$ cat config.mk
export PLATFORM = sky130hd
export DESIGN_NAME = uart_mmio_bridge
export DESIGN_NICKNAME = d
export VERILOG_FILES = /design/src/rtl/uart_mmio_pkg.sv /design/src/rtl/uart_mmio_timeout.sv /design/src/rtl/uart_mmio_bridge.sv
export SDC_FILE = /design/constraint.sdc
export NUM_CORES = 1
export LEC_CHECK = 0
export CAP_MARGIN = 20
export CELL_PAD_IN_SITES_DETAIL_PLACEMENT = 1
export CELL_PAD_IN_SITES_GLOBAL_PLACEMENT = 1
export CORE_ASPECT_RATIO = 0.7
export CORE_MARGIN = 2
export CORE_UTILIZATION = 35
export CTS_BUF_LIST = sky130_fd_sc_hd__clkbuf_8
export DETAILED_ROUTE_END_ITERATION = 10
export HOLD_SLACK_MARGIN = 0.12
export PLACE_DENSITY = 0.7
export SKIP_CTS_REPAIR_TIMING = 1
export SYNTH_ARGS = -nofsm -noshare
export SYNTH_HDL_FRONTEND = slang
export SYNTH_SLANG_ARGS = --single-unit
export TNS_END_PERCENT = 1
$ cat constraint.sdc
create_clock -name clk -period 7.6 [get_ports clk]
set_input_delay 1.9 -clock clk [delete_from_list [all_inputs] [get_ports clk]]
set_output_delay 1.9 -clock clk [all_outputs]
set_load 0.1 [all_outputs]
$ cat src/rtl/uart_mmio_pkg.sv
// Shared types and constants for the UART-to-MMIO command bridge.
package uart_mmio_pkg;

    typedef enum logic [2:0] {
        IDLE,
        OPC,
        ADDR,
        DATA,
        BUS,
        RESP
    } state_t;

    localparam logic [7:0] OPC_WR  = 8'h57;
    localparam logic [7:0] OPC_RD  = 8'h52;
    localparam logic [7:0] RSP_ACK = 8'h4B;
    localparam logic [7:0] RSP_ERR = 8'h3F;

    localparam int unsigned ADDR_BYTES = 3;
    localparam int unsigned DATA_BYTES = 4;
    localparam int unsigned BCNT_W     = 3;

endpackage

$ cat src/rtl/uart_mmio_timeout.sv
// Inter-byte timeout counter: counts enabled cycles, expires on the TIMEOUT_CYC-th one.
module uart_mmio_timeout #(
    parameter int unsigned TIMEOUT_CYC = 100000
) (
    input  logic clk,
    input  logic reset,
    input  logic i_clr,
    input  logic i_en,
    output logic o_expire_c
);

    localparam int unsigned CNT_W = (TIMEOUT_CYC > 2) ? $clog2(TIMEOUT_CYC) : 1;
    localparam int unsigned LAST  = (TIMEOUT_CYC == 0) ? 0 : TIMEOUT_CYC - 1;

    logic [CNT_W-1:0] r_cnt;

    // A zero TIMEOUT_CYC never expires
    assign o_expire_c = (TIMEOUT_CYC != 0) && i_en && (r_cnt == CNT_W'(LAST));

    always_ff @(posedge clk or posedge reset) begin
        if (reset) begin
            r_cnt <= '0;
        end else if (i_clr || o_expire_c) begin
            r_cnt <= '0;
        end else if (i_en) begin
            r_cnt <= r_cnt + CNT_W'(1);
        end
    end

endmodule

$ cat src/rtl/uart_mmio_bridge.sv
// Byte-stream command interpreter: rx FIFO frames in, MMIO bus cycles out, replies to tx FIFO.
module uart_mmio_bridge
    import uart_mmio_pkg::*;
#(
    parameter int unsigned ADDR_W      = 21,
    parameter int unsigned TIMEOUT_CYC = 100000
) (
    input  logic              clk,
    input  logic              reset,
    input  logic              rx_empty,
    input  logic [7:0]        r_data,
    output logic              rd_uart,
    input  logic              tx_full,
    output logic [7:0]        w_data,
    output logic              wr_uart,
    output logic              bus_cs,
    output logic              bus_read,
    output logic              bus_write,
    output logic [ADDR_W-1:0] bus_addr,
    output logic [31:0]       bus_wr_data,
    input  logic [31:0]       bus_rd_data,
    output logic              busy,
    output logic              frame_err
);

    state_t              r_state,    w_state;
    logic                r_is_wr,    w_is_wr;
    logic [BCNT_W-1:0]   r_cnt,      w_cnt;
    logic [ADDR_W-1:0]   r_addr,     w_addr;
    logic [31:0]         r_wdata,    w_wdata;
    logic [31:0]         r_resp,     w_resp;
    logic [BCNT_W-1:0]   r_resp_cnt, w_resp_cnt;
    logic                w_tmo_en;
    logic                w_expire;

    assign w_tmo_en    = ((r_state == ADDR) || (r_state == DATA)) && rx_empty;
    assign bus_addr    = r_addr;
    assign bus_wr_data = r_wdata;
    assign w_data      = r_resp[31:24];
    assign busy        = (r_state != IDLE);

    uart_mmio_timeout #(
        .TIMEOUT_CYC (TIMEOUT_CYC)
    ) u_timeout (
        .clk        (clk),
        .reset      (reset),
        .i_clr      (!w_tmo_en),
        .i_en       (w_tmo_en),
        .o_expire_c (w_expire)
    );

    always_ff @(posedge clk or posedge reset) begin
        if (reset) begin
            r_state    <= IDLE;
            r_is_wr    <= 1'b0;
            r_cnt      <= '0;
            r_addr     <= '0;
            r_wdata    <= '0;
            r_resp     <= '0;
            r_resp_cnt <= '0;
        end else begin
            r_state    <= w_state;
            r_is_wr    <= w_is_wr;
            r_cnt      <= w_cnt;
            r_addr     <= w_addr;
            r_wdata    <= w_wdata;
            r_resp     <= w_resp;
            r_resp_cnt <= w_resp_cnt;
        end
    end

    always_comb begin
        w_state    = r_state;
        w_is_wr    = r_is_wr;
        w_cnt      = r_cnt;
        w_addr     = r_addr;
        w_wdata    = r_wdata;
        w_resp     = r_resp;
        w_resp_cnt = r_resp_cnt;
        rd_uart    = 1'b0;
        wr_uart    = 1'b0;
        bus_cs     = 1'b0;
        bus_read   = 1'b0;
        bus_write  = 1'b0;
        frame_err  = 1'b0;

        case (r_state)
            IDLE: begin
                if (!rx_empty) w_state = OPC;
            end
            OPC: begin
                if (!rx_empty) begin
                    rd_uart = 1'b1;
                    if ((r_data == OPC_WR) || (r_data == OPC_RD)) begin
                        w_is_wr = (r_data == OPC_WR);
                        w_cnt   = '0;
                        w_state = ADDR;
                    end else begin
                        frame_err  = 1'b1;
                        w_resp     = {RSP_ERR, 24'h0};
                        w_resp_cnt = BCNT_W'(1);
                        w_state    = RESP;
                    end
                end
            end
            ADDR: begin
                if (w_expire) begin
                    frame_err = 1'b1;
                    w_state   = IDLE;
                end else if (!rx_empty) begin
                    rd_uart = 1'b1;
                    w_addr  = ADDR_W'({r_addr, r_data});
                    if (r_cnt == BCNT_W'(ADDR_BYTES - 1)) begin
                        w_cnt   = '0;
                        w_state = r_is_wr ? DATA : BUS;
                    end else begin
                        w_cnt = r_cnt + BCNT_W'(1);
                    end
                end
            end
            DATA: begin
                if (w_expire) begin
                    frame_err = 1'b1;
                    w_state   = IDLE;
                end else if (!rx_empty) begin
                    rd_uart = 1'b1;
                    w_wdata = {r_wdata[23:0], r_data};
                    if (r_cnt == BCNT_W'(DATA_BYTES - 1)) begin
                        w_cnt   = '0;
                        w_state = BUS;
                    end else begin
                        w_cnt = r_cnt + BCNT_W'(1);
                    end
                end
            end
            BUS: begin
                bus_cs    = 1'b1;
                bus_write = r_is_wr;
                bus_read  = !r_is_wr;
                if (r_is_wr) begin
                    w_resp     = {RSP_ACK, 24'h0};
                    w_resp_cnt = BCNT_W'(1);
                end else begin
                    w_resp     = bus_rd_data;
                    w_resp_cnt = BCNT_W'(4);
                end
                w_state = RESP;
            end
            RESP: begin
                // Response drains MSB-first; a full tx FIFO just stalls it
                if (!tx_full) begin
                    wr_uart    = 1'b1;
                    w_resp     = {r_resp[23:0], 8'h00};
                    w_resp_cnt = r_resp_cnt - BCNT_W'(1);
                    if (r_resp_cnt == BCNT_W'(1)) w_state = IDLE;
                end
            end
            default: w_state = IDLE;
        endcase
    end

endmodule

==> run_summary.xml <==
<?xml version="1.0" encoding="UTF-8"?>
<metrics>
  <group name="layout">
    <metric name="synthToLayoutAreaGrowth" unit="%">28.8</metric>
    <metric name="filler_cell_count" unit="">1472</metric>
    <metric name="final_nets" unit="">573</metric>
    <metric name="num_antenna_cells" unit="">0</metric>
    <metric name="layout_cells_sized_above_1" unit="">0.161</metric>
  </group>
  <group name="die">
    <metric name="die_w" unit="um">146</metric>
    <metric name="fp-row-count" unit="">36</metric>
    <metric name="dieHeight" unit="um">104</metric>
    <metric name="initial_core_utilization" unit="">0.357</metric>
    <metric name="dieArea" unit="um^2">15200</metric>
    <metric name="io_pins" unit="">112</metric>
    <metric name="core_region_area" unit="um^2">13900</metric>
  </group>
  <group name="critical_path">
    <metric name="worst-r2r-setup-slack" unit="ns">5.29</metric>
    <metric name="cp-end-kind" unit="">primary output</metric>
    <metric name="timing.critical_path.required" unit="ns">5.70</metric>
    <metric name="classification_of_the_worst_setup_path" unit="">primary input to primary output</metric>
    <metric name="cp.arrival" unit="ns">4.00</metric>
    <metric name="timing.critical_path.to" unit="">rd_uart</metric>
    <metric name="rr_startpoint" unit="">r_state[0]</metric>
    <metric name="crit_fanout" unit="">9</metric>
    <metric name="critPathLaunchType" unit="">primary input</metric>
    <metric name="endpoint_of_the_most_critical_register_to_register_path" unit="">r_resp_cnt[0]</metric>
    <metric name="critical_path.startpoint" unit="">rx_empty</metric>
    <metric name="r2r_cells" unit="">4</metric>
  </group>
  <group name="drt">
    <metric name="met2RoutedLength" unit="um">5940</metric>
    <metric name="drt-wirelength-per-cell" unit="um">17.4</metric>
    <metric name="met3RoutedLength" unit="um">475</metric>
    <metric name="drt-pass1-iter-count" unit="">4</metric>
    <metric name="remaining_drc_errors" unit="">0</metric>
    <metric name="dr_total_vias" unit="">3627</metric>
    <metric name="first_iter_violations" unit="">146</metric>
    <metric name="route.final.wire_length" unit="um">12400</metric>
    <metric name="topRoutingLayerUsed" unit="">met4</metric>
    <metric name="m1WireLength" unit="um">5910</metric>
    <metric name="final_antenna_net_count" unit="">0</metric>
    <metric name="post_drt_via_cell_ratio" unit="">5.06</metric>
  </group>
  <group name="power_and_ir_drop">
    <metric name="cellLeakagePower" unit="uW">0.00282</metric>
    <metric name="ir_drop" unit="uV">188</metric>
    <metric name="power_density" unit="nW/um^2">285</metric>
  </group>
  <group name="synthesis">
    <metric name="synthesis.area" unit="um^2">4970</metric>
    <metric name="postSynthNetCount" unit="">476</metric>
    <metric name="total_of_flip_flops_plus_latches_after_synthesis" unit="">112</metric>
    <metric name="synth_enable_flop_cells" unit="">0</metric>
    <metric name="yosys-top-cells-area" unit="">dfrtp_1 (56%), mux2_2 (13%), nor2_1 (5.2%)</metric>
    <metric name="synth.yosys.seq_area_share" unit="">0.563</metric>
    <metric name="synth.yosys.warnings" unit="">0</metric>
    <metric name="syn_avg_cell_area" unit="um^2">11.7</metric>
    <metric name="synth_cells" unit="">425</metric>
    <metric name="ys_dominant_reg_cell" unit="">dfrtp_1</metric>
    <metric name="synth_top_area_frac" unit="">0.563</metric>
    <metric name="synth_largest_area_cell" unit="">dfrtp_1</metric>
    <metric name="synth-async-reset-ratio" unit="">1.00</metric>
    <metric name="ys_top_cells_by_count" unit="">dfrtp_1 (112), nor2_1 (69), mux2_2 (57)</metric>
    <metric name="yosysUniqueCellTypes" unit="">47</metric>
    <metric name="yosys.cell_count.top_type" unit="">dfrtp_1</metric>
  </group>
  <group name="timing">
    <metric name="timing.clock.skew" unit="ns">0.00932</metric>
    <metric name="total_of_endpoints_with_negative_setup_slack_in_the_final_report" unit="">0</metric>
    <metric name="rsz0062_at_grt" unit="">false</metric>
    <metric name="layout_worst_path_cycle_share" unit="">0.777</metric>
    <metric name="slew_headroom" unit="">0.315</metric>
    <metric name="final_period_minus_worst_setup_slack" unit="ns">5.90</metric>
    <metric name="fin_worst_hold_slack" unit="ns">0.495</metric>
    <metric name="final_max_slew_viol_count" unit="">0</metric>
    <metric name="timing_hold_violations_final" unit="">0</metric>
    <metric name="setup-tns-final" unit="ns">0</metric>
    <metric name="fmax" unit="MHz">169</metric>
    <metric name="final_critical_path_setup_slack" unit="ns">1.70</metric>
    <metric name="worst_slew_pin_slew" unit="ns">1.02</metric>
  </group>
  <group name="run_status">
    <metric name="status" unit="">finished clean</metric>
  </group>
  <group name="placed_design">
    <metric name="dpl.hpwl" unit="um">9010</metric>
    <metric name="gp_routability_congestion" unit="">0.818</metric>
    <metric name="port_buffers" unit="">111</metric>
    <metric name="pre_cts_slack" unit="ns">1.73</metric>
  </group>
  <group name="clocking">
    <metric name="clk_pin_slew" unit="ns">0.10</metric>
    <metric name="numClockSinks" unit="">112</metric>
    <metric name="cts.htree.levels" unit="">3</metric>
    <metric name="cts_tree" unit="">done</metric>
    <metric name="clk_path_buf_depth" unit="">2</metric>
    <metric name="cts_inserted_buffers" unit="">9</metric>
    <metric name="clk_latency" unit="ns">0.38</metric>
    <metric name="clk_root_buffer_cell" unit="">clkbuf_8</metric>
  </group>
  <group name="global_routing">
    <metric name="antenna_found_initial" unit="">0</metric>
    <metric name="grt-ovfl-total" unit="">0</metric>
    <metric name="grt_pass1_wl" unit="um">20900</metric>
    <metric name="grt_pass1_vias" unit="">3786</metric>
    <metric name="grt_start_max_net_pins" unit="">71</metric>
    <metric name="gr-usage-all-layers" unit="">0.172</metric>
  </group>
  <group name="min_path">
    <metric name="hp-class" unit="">register to register</metric>
  </group>
  <group name="flow_run">
    <metric name="max-cap-violations" unit="">0</metric>
  </group>
</metrics>
## kinds of logic (layout without fill, tap and decap cells)
family / after synthesis / count (layout) / share of synthesized area
AND/OR/NAND/NOR: 123 / 123 / 0.115
AO/OA/AOI/OAI: 65 / 65 / 0.101
XOR/XNOR: 15 / 15 / 0.0264
buffers and inverters: 45 / 147 / 0.0460
adder cells (fa/ha/maj): 7 / 7 / 0.0176
flip-flops: 112 / 112 / 0.563
multiplexers: 58 / 58 / 0.131
## cell type report
cell class                 instances  area [um^2]  area share
sequential                       112         2800       0.437
multi-input combinational        268         1950       0.304
clock buffer                       9          124      0.0193
tap                              190          238      0.0371
clock inverter                     7         86.3      0.0135
inverter                          16         62.6     0.00976
timing repair buffer             115         1150       0.179
## routing by layer
layer	global-route usage	vias to the layer above
met5	0	-
met1	0.241	1866
met2	0.272	63
met4	0.0402	0
met3	0.0388	10
li1	-	1688
## flip-flops by register name, indices dropped and copies added, names as in the netlist
register / cells
bus_wr_data: 32
r_cnt: 3
u_timeout.r_cnt: 17
bus_addr: 21
r_is_wr: 1
r_state: 3
r_resp: 32
r_resp_cnt: 3
## layout by cell type (no fill, tap or decap), types with 4 or more instances in the layout
cell and count:
a21oi_1 5, a221oi_1 18, a22o_1 8, a31oi_1 8, and3_1 4, and4_1 4, buf_4 4, clkbuf_8 9
clkdlybuf4s50_1 110, dfrtp_1 112, ha_1 7, inv_1 14, mux2_2 57, nand2_1 18, nand3_1 7, nand4_1 4
nor2_1 69, o21ai_0 7, xor2_1 13
## how the worst min path moves through the flow
stage | slack [ns] | from | end | cells past startpoint
global route | 0.54 | bus_wr_data[26] | bus_wr_data[26] | 1
finish | 0.50 | u_timeout.r_cnt[0] | u_timeout.r_cnt[0] | 1
global placement | 0.46 | r_resp_cnt[1] | r_resp_cnt[1] | 2
detailed placement | 0.48 | r_resp[3] | r_resp[3] | 1
CTS | 0.50 | u_timeout.r_cnt[0] | u_timeout.r_cnt[0] | 1
floorplan | 0.45 | u_timeout.r_cnt[0] | u_timeout.r_cnt[0] | 1
## stage by stage
step,util,cell area (um^2),total power [uW],cells
floorplan,-,4970,1310,425
global route,0.460,6410,1930,717
finish,0.460,6410,1830,717
detailed placement,0.444,6180,1460,700
CTS,0.459,6390,1850,716
global placement,0.444,6180,1450,700
## where the power goes
| group | leakage, uW | total (uW) | switching [uW] | internal, uW |
|---|---|---|---|---|
| Combinational | 0.00122 | 710 | 509 | 201 |
| Sequential | 0.00150 | 739 | 64.4 | 674 |
| Clock | 0.000104 | 377 | 218 | 159 |
## critical path, cell delays in order
cell,delay [ns]
clkdlybuf4s50_1,0.57
nor3_1,0.31
clkdlybuf4s50_1,1.22
Note: power is estimated with default switching activity, not from simulation.
